===== config.mk =====
export PLATFORM = sky130hd
export DESIGN_NAME = vram_arbiter
export DESIGN_NICKNAME = d
export VERILOG_FILES = /design/src/rtl/vram_arbiter.sv
export SDC_FILE = /design/constraint.sdc
export NUM_CORES = 1
export LEC_CHECK = 0
export ABC_AREA = 1
export BUFFER_PORTS_ARGS = -buffer_cell sky130_fd_sc_hd__buf_2
export CAP_MARGIN = 30
export CORE_MARGIN = 1.5
export CORE_UTILIZATION = 45
export DETAILED_ROUTE_END_ITERATION = 12
export PLACE_DENSITY = 0.8
export REMOVE_ABC_BUFFERS = 1
export SLEW_MARGIN = 20
export SYNTH_ARGS = -nofsm -noshare
export SYNTH_HDL_FRONTEND = slang
export SYNTH_SLANG_ARGS = --single-unit

===== constraint.sdc =====
create_clock -name clk -period 2 [get_ports clk]
set_clock_uncertainty 0.1 [all_clocks]
set_input_delay 0.3 -clock clk [delete_from_list [all_inputs] [get_ports clk]]
set_output_delay 0.3 -clock clk [all_outputs]
set_load 0.01 [all_outputs]

===== src/rtl/vram_arbiter.sv =====
// Shares one synchronous-read VRAM port between the pixel generator and a host.
// The pixel fetcher always wins; the host gets a one-cycle issue slot when the port is free.
module vram_arbiter #(
   parameter int ADDR_W = 14,
   parameter int DATA_W = 16
) (
   input  logic              clk,
   input  logic              rst_n,
   input  logic              px_active,
   input  logic [1:0]        px_phase,
   input  logic [ADDR_W-1:0] px_addr,
   output logic [DATA_W-1:0] px_rdata,
   input  logic              cpu_req,
   input  logic              cpu_we,
   input  logic [ADDR_W-1:0] cpu_addr,
   input  logic [DATA_W-1:0] cpu_wdata,
   output logic              cpu_ack,
   output logic [DATA_W-1:0] cpu_rdata,
   output logic [ADDR_W-1:0] mem_addr,
   output logic              mem_we,
   output logic [DATA_W-1:0] mem_wdata,
   input  logic [DATA_W-1:0] mem_rdata,
   output logic [15:0]       wait_cnt
);

   typedef enum logic [1:0] {
      IDLE,
      RD_WAIT,
      ACK
   } state_t;

   state_t            r_state;
   state_t            w_next;
   logic              r_we;
   logic [DATA_W-1:0] r_wdata;
   logic [DATA_W-1:0] r_rdata;
   logic [15:0]       r_waitCnt;
   logic              w_pxSlot;
   logic              w_issue;
   logic              w_wait;

   // Phase 3 is the pixel generator's staging phase, the only time it leaves the port alone.
   assign w_pxSlot = px_active && (px_phase != 2'd3);
   // rst_n gates the issue so no write can strobe the memory while reset is held.
   assign w_issue  = rst_n && (r_state == IDLE) && cpu_req && !w_pxSlot;
   assign w_wait   = (r_state == IDLE) && cpu_req && w_pxSlot;

   assign px_rdata  = mem_rdata;
   assign cpu_rdata = r_rdata;
   assign wait_cnt  = r_waitCnt;

   always_ff @(posedge clk or negedge rst_n) begin
      if (!rst_n) begin
         r_state <= IDLE;
      end else begin
         r_state <= w_next;
      end
   end

   always_comb begin
      w_next    = r_state;
      cpu_ack   = 1'b0;
      mem_addr  = px_addr;
      mem_we    = 1'b0;
      mem_wdata = r_wdata;
      case (r_state)
         IDLE: begin
            if (w_issue) begin
               mem_addr  = cpu_addr;
               mem_we    = cpu_we;
               mem_wdata = cpu_wdata;
               w_next    = cpu_we ? ACK : RD_WAIT;
            end
         end
         RD_WAIT: w_next = ACK;
         ACK: begin
            cpu_ack = 1'b1;
            w_next  = IDLE;
         end
         default: w_next = IDLE;
      endcase
   end

   always_ff @(posedge clk or negedge rst_n) begin
      if (!rst_n) begin
         r_we    <= 1'b0;
         r_wdata <= '0;
      end else if (w_issue) begin
         r_we    <= cpu_we;
         r_wdata <= cpu_wdata;
      end
   end

   // The read word lands one cycle after issue; capture it so it stays put until the next read.
   always_ff @(posedge clk or negedge rst_n) begin
      if (!rst_n) begin
         r_rdata <= '0;
      end else if ((r_state == RD_WAIT) && !r_we) begin
         r_rdata <= mem_rdata;
      end
   end

   always_ff @(posedge clk or negedge rst_n) begin
      if (!rst_n) begin
         r_waitCnt <= 16'd0;
      end else if (w_wait && (r_waitCnt != 16'hFFFF)) begin
         r_waitCnt <= r_waitCnt + 16'd1;
      end
   end

endmodule


==> impl_metrics.py, run 1 <==
metrics = {
    "worst_setup_path": {
        "r2r_slack_ns": 0.34,
        "r2r-start": "wait_cnt[0]$_DFFE_PN0P_",
        "worst_path_max_delay_cell": "dfrtp_1",
        "critical_path.cell_chain": "nor2_4, nand3_2, nor2_4, inv_2, buf_12, nand2_1, nand2_1, buf_2",
        "worstSetupStartpointType": "flip-flop",
        "cpPeakStageDelay_ns": 0.42,
        "worstPathArrival_ns": 1.63,
        "crit_family": "simple AND/OR/NAND/NOR gates",
        "critical_path_depth": 8,
        "required_ns": 1.60,
        "critPathMaxFanout": 24,
        "path_buf_inv": 3,
        "critPathCaptureType": "primary output",
        "r2r_end": "wait_cnt[10]$_DFFE_PN0P_",
        "cp-startpoint": "r_state[0]$_DFFE_PN0P_",
        "crit_path_end": "mem_wdata[10]",
        "path_class": "flip-flop to primary output",
        "reg2reg_depth": 9,
    },
    "clock_network": {
        "cts_made_buffers": 5,
        "clk_latency_ns": 0.31,
        "htree_levels": 2,
        "root_buffer": "clkbuf_8",
        "clk_pin_slew_ns": 0.10,
        "clock_path_buffers": 2,
        "cts_tree": "yes",
        "clock-sinks": 51,
    },
    "final_layout": {
        "final_layout_size_suffix_gt1_frac": 0.4207,
        "fin_area_um2": 3665,
        "fin_nets": 559,
        "fin_cells": 567,
        "fillCellCount": 528,
        "synthToLayoutAreaGrowth_pct": 32.41,
        "antenna_cells": 0,
    },
    "sta": {
        "fin_crit_sh": 1.014,
        "slew_violations": 0,
        "hold_violations": 0,
        "worst_pin_slew_ns": 0.6367,
        "rsz0062_at_grt": "true",
        "timing.final.ws_setup_ns": -0.02702,
        "clock.fmax_mhz": 493.3,
        "timing.max_slew.rel_slack": 0.5755,
        "hold_slack_ns": 0.02657,
        "min_period_ns": 2.027,
        "setup_violations": 18,
    },
    "placement": {
        "pre_cts_slack_ns": 0.1641,
        "dp.cells": 557,
        "hpwl_um": 5530,
        "place_area_um2": 3468,
        "gp_congestion": 0.8745,
        "port_buffers": 146,
    },
    "synth": {
        "syn-cell-area_um2": 2768,
        "ys_top_cells_by_area": "dfrtp_1 46%, nand2_1 24%, mux2_2 6.5%",
        "synth.yosys.seq_area_share": 0.4611,
        "synth_seq_cells": 51,
        "synthCells": 355,
        "yosysTopAreaCellShare": 0.4611,
        "synth.avg_cell_area_um2": 7.796,
        "ys_warn_count": 0,
        "ys_types": 23,
        "synth_top_area_cell": "dfrtp_1",
    },
    "pwr": {
        "irDropWorstVdd_uv": 494.7,
        "power.leakage_uw": 0.002090,
        "power.density_nw_per_um2": 879.2,
    },
    "route": {
        "dr.pass1.iters": 4,
        "antenna_left": 0,
        "routedWlPerCell_um": 12.66,
        "drt-vias-per-instance": 4.801,
        "drcViolationCount": 0,
        "drt_wl_total_um": 7177,
        "dr_total_vias": 2722,
        "drt_iter0_markers": 94,
    },
    "die": {
        "start_util": 0.4675,
        "pin_count": 147,
        "dieArea_um2": 6630,
        "core_area_um2": 5921,
        "die_y_um": 81.43,
        "rows": 28,
        "die_x_um": 81.43,
    },
    "global_routing": {
        "grt_max_degree": 52,
        "grt_pass1_wl_um": 11850,
        "grt_pass1_vias": 2793,
        "grt_overflow": 0,
        "antenna_found_initial": 0,
        "grt_usage": 0.2339,
    },
    "run": {
        "cap_violations": 0,
    },
    "status": {
        "status": "finished, violations left",
        "failed_checks": "setup timing",
    },
    "worst_hold_path": {
        "hold_path.class": "input port to asynchronous set/reset pin",
    },
}
## flip-flops by register name, indices dropped and copies added (netlist names)
register / flops
cpu_rdata: 16
r_state: 2
r_wdata: 16
r_we: 1
wait_cnt: 16
## cells in the mapped netlist
cell type and instances:
inv_1 19, nand4_1 5, buf_6 1, xnor2_1 3
o21ai_0 5, nor3_1 1, nor2_4 3, nor2_2 4
inv_2 2, nand2_1 175, o21ai_2 2, buf_8 1
nand3_1 12, nor2_1 21, nand3b_1 2, mux2_2 16
nand2_4 2, nand3_2 1, buf_2 7, dfrtp_1 51
buf_4 16, ha_1 1, nand2_2 5
## cell type report
class | instances | area [µm²] | area share
tap | 75 | 93.84 | 0.02561
inverter | 21 | 78.83 | 0.02151
multi-input combinational | 258 | 1266 | 0.3455
sequential | 51 | 1276 | 0.3482
timing repair buffer | 154 | 834.6 | 0.2277
clock inverter | 3 | 46.29 | 0.01263
clock buffer | 5 | 68.82 | 0.01878
## stage by stage
step | util | TNS (ns) | power [µW]
2_1_floorplan | - | -16.00 | 1953
5_1_grt | 0.6190 | -3.335 | 3440
3_3_place_gp | 0.5858 | 0 | 2440
3_5_place_dp | 0.5858 | 0 | 2473
4_1_cts | 0.6145 | -0.01089 | 3238
6_report | 0.6190 | -0.2122 | 3222
## worst min path at each step
stage	endpoint
2_1_floorplan	cpu_rdata[0]$_DFFE_PN0P_
3_3_place_gp	r_wdata[14]$_DFF_PN0_
3_5_place_dp	r_wdata[14]$_DFF_PN0_
4_1_cts	r_state[0]$_DFFE_PN0P_
5_1_grt	r_state[0]$_DFFE_PN0P_
6_report	wait_cnt[15]$_DFFE_PN0P_
## repair_timing
| action | in CTS | in global routing |
|---|---|---|
| pin swaps | 1 | 0 |
| resized for setup | 12 | 7 |
| buffers inserted | 2 | 0 |
| setup endpoints to repair | 31 | 31 |
| hold buffers | 0 | 0 |
| gates cloned | 0 | 0 |
## kinds of logic (layout without fill, tap and decap cells)
| family | count (synthesis) | count (layout) | synth area share |
|---|---|---|---|
| simple gates | 231 | 231 | 0.3504 |
| flops | 51 | 51 | 0.4611 |
| buf+inv | 46 | 183 | 0.09403 |
| fa+ha+maj | 1 | 1 | 0.004520 |
| mux | 16 | 16 | 0.06510 |
| xor+xnor | 3 | 3 | 0.009495 |
| compound gates | 7 | 7 | 0.01537 |
## cells in the final DEF (no fill, tap or decap)
master / synthesis / final
buf_6: 1 / 3
nand2_1: 175 / 167
nand3_2: 1 / 2
ha_1: 1 / 1
buf_12: 0 / 2
inv_1: 19 / 18
nor2_1: 21 / 21
clkinvlp_4: 0 / 1
nor3_1: 1 / 1
xnor2_1: 3 / 3
inv_6: 0 / 1
buf_4: 16 / 6
buf_2: 7 / 143
nor2_2: 4 / 2
nand3_1: 12 / 11
nand4_1: 5 / 5
mux2_2: 16 / 16
nor2_4: 3 / 5
bufinv_16: 0 / 1
nand2_2: 5 / 13
dfrtp_1: 51 / 51
o21ai_2: 2 / 2
clkbuf_8: 0 / 5
nand2_4: 2 / 2
nand3b_1: 2 / 2
o21ai_0: 5 / 5
inv_2: 2 / 3
## routing by layer
| metal | part of all wire | wire length [µm] | global-route usage |
|---|---|---|---|
| met1 | 0.39 | 2779 | 0.2504 |
| met4 | 0.012 | 89 | 0.07069 |
| met2 | 0.53 | 3815 | 0.4446 |
| met3 | 0.069 | 492 | 0.06111 |
| met5 | 0 | 0 | 0 |
## power by group
part	leakage (µW)	internal (µW)	total, µW	switching (µW)
registers	0.000641	1280	1450	174
logic	0.00139	479	1030	550
clock network	0.0000548	377	741	364
total	0.00209	2130	3220	1090
(Power assumes the default switching activity.)
==> run 2, diff against run 1 <==
--- a/config.mk
+++ b/config.mk
@@ -8,10 +8,12 @@
 export ABC_AREA = 1
 export BUFFER_PORTS_ARGS = -buffer_cell sky130_fd_sc_hd__buf_2
 export CAP_MARGIN = 30
+export CELL_PAD_IN_SITES_DETAIL_PLACEMENT = 1
+export CELL_PAD_IN_SITES_GLOBAL_PLACEMENT = 1
 export CORE_MARGIN = 1.5
-export CORE_UTILIZATION = 45
+export CORE_UTILIZATION = 31
 export DETAILED_ROUTE_END_ITERATION = 12
-export PLACE_DENSITY = 0.8
+export PLACE_DENSITY_LB_ADDON = 0.1
 export REMOVE_ABC_BUFFERS = 1
 export SLEW_MARGIN = 20
 export SYNTH_ARGS = -nofsm -noshare
==> impl_metrics.py, run 2 (same netlist as run 1, synthesis figures left out) <==
metrics = {
    "sta": {
        "setup_violations": 27,
        "min_period_ns": 2.024,
        "clock.fmax_mhz": 494.1,
        "worst_pin_slew_ns": 0.6737,
        "slew_violations": 0,
        "hold_violations": 0,
        "fin_crit_sh": 1.012,
        "hold_slack_ns": 0.04041,
        "rsz0062_at_grt": "true",
        "fin_setup_tns_ns": -0.3231,
        "timing.max_slew.rel_slack": 0.5508,
        "timing.final.ws_setup_ns": -0.02392,
    },
    "worst_setup_path": {
        "worstSetupStartpointType": "flip-flop",
        "critPathMaxFanout": 16,
        "required_ns": 1.60,
        "worstPathArrival_ns": 1.62,
        "critPathCaptureType": "primary output",
        "path_class": "flip-flop to primary output",
    },
    "global_routing": {
        "grt_max_degree": 52,
        "grt_usage": 0.1663,
        "grt_overflow": 0,
        "antenna_found_initial": 0,
        "grt_pass1_vias": 2813,
        "grt_pass1_wl_um": 12930,
    },
    "clock_network": {
        "cts_tree": "yes",
        "htree_levels": 2,
        "ctsHoldBuffers": 0,
        "cts_made_buffers": 5,
        "clk_pin_slew_ns": 0.10,
        "clock-sinks": 51,
        "root_buffer": "clkbuf_8",
        "clk_latency_ns": 0.30,
        "clock_path_buffers": 2,
    },
    "pwr": {
        "irDropWorstVdd_uv": 383.6,
        "power.leakage_uw": 0.002095,
        "power.density_nw_per_um2": 862.8,
    },
    "status": {
        "status": "finished, violations left",
        "failed_checks": "setup timing",
    },
    "route": {
        "drcViolationCount": 0,
        "drt_wl_total_um": 7787,
        "antenna_left": 0,
        "dr_total_vias": 2677,
        "drt_iter0_markers": 58,
        "drt-vias-per-instance": 4.454,
        "dr.pass1.iters": 4,
        "routedWlPerCell_um": 12.96,
    },
    "placement": {
        "hpwl_um": 5912,
        "dp.cells": 590,
        "gp_congestion": 0.7497,
        "port_buffers": 146,
    },
    "die": {
        "rows": 34,
        "dieArea_um2": 9503,
        "die_y_um": 97.49,
        "die_x_um": 97.49,
        "pin_count": 147,
        "core_area_um2": 8678,
        "start_util": 0.3189,
    },
    "final_layout": {
        "fin_cells": 601,
        "fin_nets": 561,
        "fillCellCount": 1128,
        "post-route-util": 0.4269,
        "final_layout_size_suffix_gt1_frac": 0.4178,
        "antenna_cells": 0,
        "final_common_cell": "nand2_1",
        "final_cell_mix": "170 x nand2_1, 145 x buf_2, 51 x dfrtp_1",
        "synthToLayoutAreaGrowth_pct": 33.86,
    },
    "worst_hold_path": {
        "hold_path.class": "input port to flip-flop",
    },
    "run": {
        "cap_violations": 0,
    },
}
==> run 2: layer usage <==
metal  share of wire  global-route usage
met1            0.42              0.1943
met2            0.51              0.3045
met3           0.059             0.04173
met4          0.0083             0.03736
met5               0                   0
==> run 2: worst max-delay path, stage by stage, from the launching register on <==
cell,delay (ns)
dfrtp_1,0.41
nor2_2,0.15
nand3_2,0.10
nor2_4,0.15
inv_2,0.08
buf_12,0.15
nand2_1,0.08
nand2_1,0.06
buf_2,0.14
==> run 2: final timing paths <==
path                                   startpoint  slack (ns)                        to  depth (start not counted)
setup / recovery           r_state[1]$_DFFE_PN0P_       -0.02              mem_wdata[8]                          8
hold / removal                             cpu_we        0.04    r_state[0]$_DFFE_PN0P_                          2
setup reg to reg           r_state[1]$_DFFE_PN0P_        0.32  cpu_rdata[8]$_DFFE_PN0P_                          5
hold reg to reg             r_wdata[10]$_DFF_PN0_        0.37     r_wdata[10]$_DFF_PN0_                          2
max in group asynchronous                   rst_n        1.26  wait_cnt[12]$_DFFE_PN0P_                          2
min in group asynchronous                   rst_n        0.07   wait_cnt[8]$_DFFE_PN0P_                          2
==> run 2: report_power, final <==
part / switching, µW / leakage (µW) / total (µW) / internal (µW)
clock: 363 / 0.0000502 / 730 / 367
sequential: 152 / 0.000641 / 1430 / 1280
combinational: 554 / 0.00140 / 1040 / 482
total: 1070 / 0.00210 / 3200 / 2130
==> run 2: through the flow <==
step           total power, µW  area, µm²  setup WS (ns)
3_5_place_dp              2491       3522         0.1968
6_report                  3197       3705       -0.02392
5_1_grt                   3412       3705        -0.1403
3_3_place_gp              2453       3522         0.2440
2_1_floorplan             1953       2586        -0.4378
4_1_cts                   3239       3654       -0.04936
==> run 2: what timing repair did <==
action	in CTS	in global routing
gates cloned	0	1
setup buffers	2	1
gates resized for setup	3	7
pin swaps	1	0
setup endpoints to repair	31	31
==> run 2: cell type report <==
type                       count  area [µm²]  area share
clock buffer                   5       68.82     0.01857
clock inverter                 2       37.54     0.01013
inverter                      21       78.83     0.02128
multi-input combinational    258        1254      0.3384
sequential                    51        1276      0.3445
tap                          108       135.1     0.03647
timing repair buffer         156       854.6      0.2307
